## config.mk

```make
export PLATFORM = sky130hd
export DESIGN_NAME = reg_stream_reader_flat
export DESIGN_NICKNAME = d
export VERILOG_FILES = /design/src/rtl/reg_stream_reader_if.sv /design/src/rtl/reg_stream_reader.sv /design/src/flat_wrapper.sv
export SDC_FILE = /design/constraint.sdc
export NUM_CORES = 1
export LEC_CHECK = 0
export BUFFER_PORTS_ARGS = -buffer_cell sky130_fd_sc_hd__buf_2
export CORE_MARGIN = 8
export CORE_UTILIZATION = 51
export CTS_BUF_LIST = sky130_fd_sc_hd__clkbuf_16
export CTS_CLUSTER_DIAMETER = 200
export DETAILED_ROUTE_END_ITERATION = 8
export GPL_TIMING_DRIVEN = 1
export PLACE_DENSITY = 0.85
export SLEW_MARGIN = 20
export SYNTH_ARGS = -nofsm -noshare
export SYNTH_HDL_FRONTEND = slang
export SYNTH_SLANG_ARGS = --single-unit
export TNS_END_PERCENT = 100
```

## constraint.sdc

```tcl
create_clock -name clk -period 3 [get_ports clk]
set_input_delay 0.15 -clock clk [delete_from_list [all_inputs] [get_ports clk]]
set_output_delay 0.15 -clock clk [all_outputs]
set_load 0.01 [all_outputs]
```

## src/rtl/reg_stream_reader_if.sv

```systemverilog
// Handshake and register-bank bus of the streaming register reader.
// The master modport is the reader itself; the slave modport is the
// environment that owns the bank and consumes the word stream.
interface reg_stream_reader_if #(
    parameter int unsigned NUM_BIT = 8,
    parameter int unsigned NUM_REG = 4
);
    localparam int unsigned ADDR_W = (NUM_REG > 2) ? $clog2(NUM_REG) : 1;

    logic              start;
    logic [ADDR_W:0]   len;
    logic [ADDR_W-1:0] rd_addr;
    logic [NUM_BIT-1:0] rd_data;
    logic [NUM_BIT-1:0] out_data;
    logic              out_valid;
    logic              out_ready;
    logic              out_last;
    logic              busy;
    logic              done;

    modport master (
        input  start, len, rd_data, out_ready,
        output rd_addr, out_data, out_valid, out_last, busy, done
    );

    modport slave (
        output start, len, rd_data, out_ready,
        input  rd_addr, out_data, out_valid, out_last, busy, done
    );
endinterface

```

## src/rtl/reg_stream_reader.sv

```systemverilog
// Reads up to NUM_REG words from a combinational register bank, starting at
// address 0, and streams them out one word at a time over a valid/ready
// handshake. Every output is registered; one word per two cycles at most.
module reg_stream_reader #(
    parameter int unsigned NUM_BIT = 8,
    parameter int unsigned NUM_REG = 4
) (
    input  logic               clk,
    input  logic               reset,
    reg_stream_reader_if.master bus
);
    localparam int unsigned ADDR_W = (NUM_REG > 2) ? $clog2(NUM_REG) : 1;
    localparam logic [ADDR_W:0] REG_CNT = (ADDR_W + 1)'(NUM_REG);
    localparam logic [ADDR_W:0] LEN_ONE = (ADDR_W + 1)'(1);
    localparam logic [ADDR_W-1:0] IDX_ONE = ADDR_W'(1);

    typedef enum logic [1:0] {
        IDLE  = 2'd0,
        FETCH = 2'd1,
        HOLD  = 2'd2,
        DONE  = 2'd3
    } state_t;

    state_t            state;
    logic [ADDR_W-1:0] idx;
    logic [ADDR_W:0]   eff_len;

    logic [ADDR_W:0]   len_clamped;
    logic              last_word;
    logic              handshake;
    logic [ADDR_W-1:0] idx_next;

    // Length clamp, last-word detect and handshake qualification.
    always_comb begin
        len_clamped = (bus.len > REG_CNT) ? REG_CNT : bus.len;
        last_word   = ({1'b0, idx} == (eff_len - LEN_ONE));
        handshake   = bus.out_valid & bus.out_ready;
        idx_next    = idx + IDX_ONE;
    end

    // Sequencer: state, index and all registered outputs.
    always_ff @(posedge clk) begin
        if (reset) begin
            state         <= IDLE;
            idx           <= '0;
            eff_len       <= '0;
            bus.rd_addr   <= '0;
            bus.out_data  <= '0;
            bus.out_valid <= 1'b0;
            bus.out_last  <= 1'b0;
            bus.done      <= 1'b0;
            bus.busy      <= 1'b0;
        end else begin
            bus.done <= 1'b0;
            case (state)
                IDLE: begin
                    if (bus.start) begin
                        eff_len     <= len_clamped;
                        idx         <= '0;
                        bus.rd_addr <= '0;
                        bus.busy    <= 1'b1;
                        if (len_clamped != '0) begin
                            state <= FETCH;
                        end else begin
                            state    <= DONE;
                            bus.done <= 1'b1;
                        end
                    end
                end
                FETCH: begin
                    bus.out_data  <= bus.rd_data;
                    bus.out_valid <= 1'b1;
                    bus.out_last  <= last_word;
                    state         <= HOLD;
                end
                HOLD: begin
                    if (handshake) begin
                        bus.out_valid <= 1'b0;
                        if (bus.out_last) begin
                            state    <= DONE;
                            bus.done <= 1'b1;
                        end else begin
                            idx         <= idx_next;
                            bus.rd_addr <= idx_next;
                            state       <= FETCH;
                        end
                    end
                end
                DONE: begin
                    bus.out_last <= 1'b0;
                    bus.busy     <= 1'b0;
                    state        <= IDLE;
                end
                default: begin
                    bus.busy <= 1'b0;
                    state    <= IDLE;
                end
            endcase
        end
    end
endmodule

```

## src/flat_wrapper.sv

```systemverilog
// flat-port wrapper written by rule: the top's interface ports become plain ports
module reg_stream_reader_flat 
#(
    parameter int unsigned NUM_BIT = 8,
    parameter int unsigned NUM_REG = 4
)
  (clk, reset, bus_start, bus_len, bus_rd_data, bus_out_ready, bus_rd_addr, bus_out_data, bus_out_valid, bus_out_last, bus_busy, bus_done);
  reg_stream_reader_if #(.NUM_BIT(NUM_BIT), .NUM_REG(NUM_REG)) bus_i ();
  input  logic clk;
  input  logic reset;
  input wire logic [$bits(bus_i.start)-1:0] bus_start;
  input wire logic [$bits(bus_i.len)-1:0] bus_len;
  input wire logic [$bits(bus_i.rd_data)-1:0] bus_rd_data;
  input wire logic [$bits(bus_i.out_ready)-1:0] bus_out_ready;
  output wire logic [$bits(bus_i.rd_addr)-1:0] bus_rd_addr;
  output wire logic [$bits(bus_i.out_data)-1:0] bus_out_data;
  output wire logic [$bits(bus_i.out_valid)-1:0] bus_out_valid;
  output wire logic [$bits(bus_i.out_last)-1:0] bus_out_last;
  output wire logic [$bits(bus_i.busy)-1:0] bus_busy;
  output wire logic [$bits(bus_i.done)-1:0] bus_done;
  assign bus_i.start = bus_start;
  assign bus_i.len = bus_len;
  assign bus_i.rd_data = bus_rd_data;
  assign bus_i.out_ready = bus_out_ready;
  assign bus_rd_addr = bus_i.rd_addr;
  assign bus_out_data = bus_i.out_data;
  assign bus_out_valid = bus_i.out_valid;
  assign bus_out_last = bus_i.out_last;
  assign bus_busy = bus_i.busy;
  assign bus_done = bus_i.done;
  reg_stream_reader #(.NUM_BIT(NUM_BIT), .NUM_REG(NUM_REG)) u_core (.clk(clk), .reset(reset), .bus(bus_i));
endmodule
```

==> flow_metrics.tcl <==
set metrics [dict create \
    status "finished, final reports clean" \
    synthDistinctLibCells 32 \
    rsz0062_at_grt "false" \
    ctsHtreeMaxLevel 1 \
    p_int_uw 476 \
    fin_skew_ns 0.00178 \
    start_util 0.519 \
    min-delay-start "bus_rd_data[2]" \
    min_to "u_core.bus.out_data[2]$_SDFFE_PP0P_" \
    first_pass_iters 3 \
    powerDensity_mw_per_mm2 575 \
    crit_family "flip-flops" \
    dieArea_mm2 0.00328 \
    tns_ns 0 \
    clock-root-buffer "clkbuf_16" \
    synth_area_um2 867 \
    ant_nets 0 \
    pwr-share-comb 0.114 \
    end_kind "flop" \
    cpPeakStageDelay_ns 0.66 \
    cts_setup_buffers 0 \
    num-nets-final 145 \
    post_cts_resized 0 \
    crit_chain "nand2b_1 > o41ai_2" \
    routabilityCongestion 0.836 \
    rows 15 \
    worstSkewPairLatency_ns 0.25 \
    grt_max_degree 22 \
    slowest_stage "dfxtp_1" \
    port_buffers 28 \
    synth-seq-cells 19 \
    fin_cells 145 \
    dpl.hpwl_um 1400 \
    hp-class "in2reg" \
    ff2ff_setup_slack_ns 1.52 \
    crit_type "reg2reg" \
    holdBufCountCts 0 \
    cp.required_ns 3.15 \
    yosys_warnings 0 \
    cts.path.max_buffers 2 \
    reg2regPathDepth 2 \
    switching_power_uw 141 \
    slew_violations 0 \
    synthCells 102 \
    grt_usage 0.119 \
    antenna_found_initial 0 \
    drtIter0Drc 10 \
    cts_buffers 3 \
    dpl.cell_count 141 \
    drc 0 \
    die_x_um 57.2 \
    cp_num_buf_inv 0 \
    critPathMaxFanout 18 \
    cellLeakagePower_uw 0.000495 \
    critPathLaunchType "flop" \
    period_share 0.494 \
    pre_cts_slack_ns 1.51 \
    synth_seq_area_share 0.439 \
    rr_endpoint "u_core.bus.out_last$_SDFFE_PP0P_" \
    dr_total_vias 793 \
    avgViaCountPerCell 5.47 \
    antenna_cells 0 \
    r2r-start "u_core.state[0]$_SDFFE_PP0P_" \
    cap_violations 0 \
    timing.fmax_mhz 674 \
    ir_drop_uv 377 \
    clkTransAtPathRegs_ns 0.05 \
    power_frac_clock 0.428 \
    die_h_um 57.2 \
    fp.coreArea_mm2 0.00167 \
    synth_fp_nets 118 \
    grt_first_pass_wirelength_um 3210 \
    routed_wirelength_um 1840 \
    swShare 0.228 \
    cts.sinks 19 \
    seq_power_share 0.458 \
    finalHoldViolCount 0 \
    worst_slew_pin_slew_ns 0.553 \
    fin_crit_ns 1.48 \
    relSlewSlack 0.631 \
    avgSynthCellArea_um2 8.50 \
    setup_violations 0 \
    fin_ws_ns 1.52 \
    area_growth_pct 23.7 \
    cts_tree "built" \
    grt_pass1_vias 756 \
    grt-ovfl-total 0 \
    pin_count 29 \
    wire_per_inst_um 12.7 \
    drive_above_1_share 0.273 \
    crit_arrival_ns 1.63 \
    holdPathStages 3 \
]
## placed cells by master, fill, tap and decap left out, types with 2 or more instances in the layout
cell	instances
inv_1	6
nand2b_1	4
clkbuf_16	3
nand3b_1	3
a31oi_1	2
dfxtp_1	19
buf_2	28
a21oi_1	12
o21ai_1	5
nand2_1	20
nor2b_1	3
xnor2_1	2
nor3_1	3
## cells by family after synthesis
family / share of synthesized area
adder cells (fa/ha/maj): 0.0144
AND/OR/NAND/NOR: 0.273
AO/OA/AOI/OAI: 0.182
flip-flops: 0.439
XOR/XNOR: 0.0303
buffers and inverters: 0.0620
## final cells by class
cell class / count / area, um2
clock buffers: 3 / 75.1
clock inverters: 1 / 3.75
fillers: 153 / 598
inverters: 5 / 18.8
multi-input cells: 72 / 433
flip-flops and latches: 19 / 380
well taps: 17 / 21.3
repair buffers: 28 / 140
## worst register-to-register path, stage by stage (launching register included)
cell,delay (ns)
dfxtp_1,0.66
nand2b_1,0.35
o41ai_2,0.38
## metal layers
metal / GRT usage / up-vias / routed length, um
met5: 0 / - / 0
met4: 0.0536 / 0 / 6
met3: 0.0493 / 2 / 143
met2: 0.179 / 25 / 767
met1: 0.144 / 360 / 923
li1: - / 406 / -
## power by group through the flow
stage,sequential (uW),clock (uW),combinational [uW]
final,283,264,70.5
after global routing,284,278,80.9
after CTS,282,270,71.4
after detailed placement,287,0,71.1
after global placement,287,0,69.4
after floorplan,285,0,49.8
## synthesized netlist by cell type
cell      number  area share
or3b_2         1       0.010
clkbuf_1       1      0.0043
dfxtp_1       19        0.44
o21ai_1        5       0.029
xor2_1         1       0.010
nor2_1         1      0.0043
nand4b_4       1       0.027
nor2b_1        3       0.022
ha_1           1       0.014
nand2b_1       4       0.029
xnor2_1        2       0.020
a22oi_1        1      0.0087
a221oi_1       1       0.010
o41ai_2        1       0.019
o211ai_1       1      0.0087
inv_1          5       0.022
and2b_1        1      0.0087
and3_1         1      0.0072
buf_2          4       0.023
nand3b_1       3       0.026
o21bai_1       1      0.0087
nand3_1        1      0.0058
o21ai_0        1      0.0058
a31oi_1        2       0.014
nor3b_2        1       0.014
buf_6          1       0.013
nor4_1         1      0.0072
a211oi_1       1      0.0087
nor3_1         3       0.017
nand2_1       20       0.087
or3_1          1      0.0072
a21oi_1       12       0.069
## worst max path at each step
stage	end	startpoint	depth (start not counted)	slack, ns
3_5_place_dp	u_core.bus.out_last$_SDFFE_PP0P_	u_core.state[0]$_SDFFE_PP0P_	2	1.51
4_1_cts	u_core.bus.out_last$_SDFFE_PP0P_	u_core.state[0]$_SDFFE_PP0P_	2	1.54
6_report	u_core.bus.out_last$_SDFFE_PP0P_	u_core.state[0]$_SDFFE_PP0P_	2	1.52
3_3_place_gp	u_core.bus.out_last$_SDFFE_PP0P_	u_core.state[0]$_SDFFE_PP0P_	2	1.61
2_1_floorplan	u_core.bus.out_last$_SDFFE_PP0P_	u_core.eff_len[0]$_SDFFE_PP0P_	5	1.81
5_1_grt	u_core.bus.out_last$_SDFFE_PP0P_	u_core.state[0]$_SDFFE_PP0P_	2	1.32
## registers in the layout (all words and copies together) (netlist names)
signal / cells
u_core.bus.busy: 1
u_core.bus.done: 1
u_core.bus.out_data: 8
u_core.bus.out_last: 1
u_core.bus.out_valid: 1
u_core.eff_len: 3
u_core.idx: 2
u_core.state: 2
## stage by stage
step / hold WS (ns) / cell area (um2) / utilization / power, uW
final: 0.142 / 1070 / 0.642 / 617
after global placement: 0.394 / 993 / 0.595 / 356
after detailed placement: 0.399 / 993 / 0.595 / 359
after CTS: 0.138 / 1070 / 0.642 / 623
after floorplan: 0.286 / 867 / - / 335
after global routing: 0.144 / 1070 / 0.642 / 643
No activity file was read; power rests on OpenSTA's default activity.
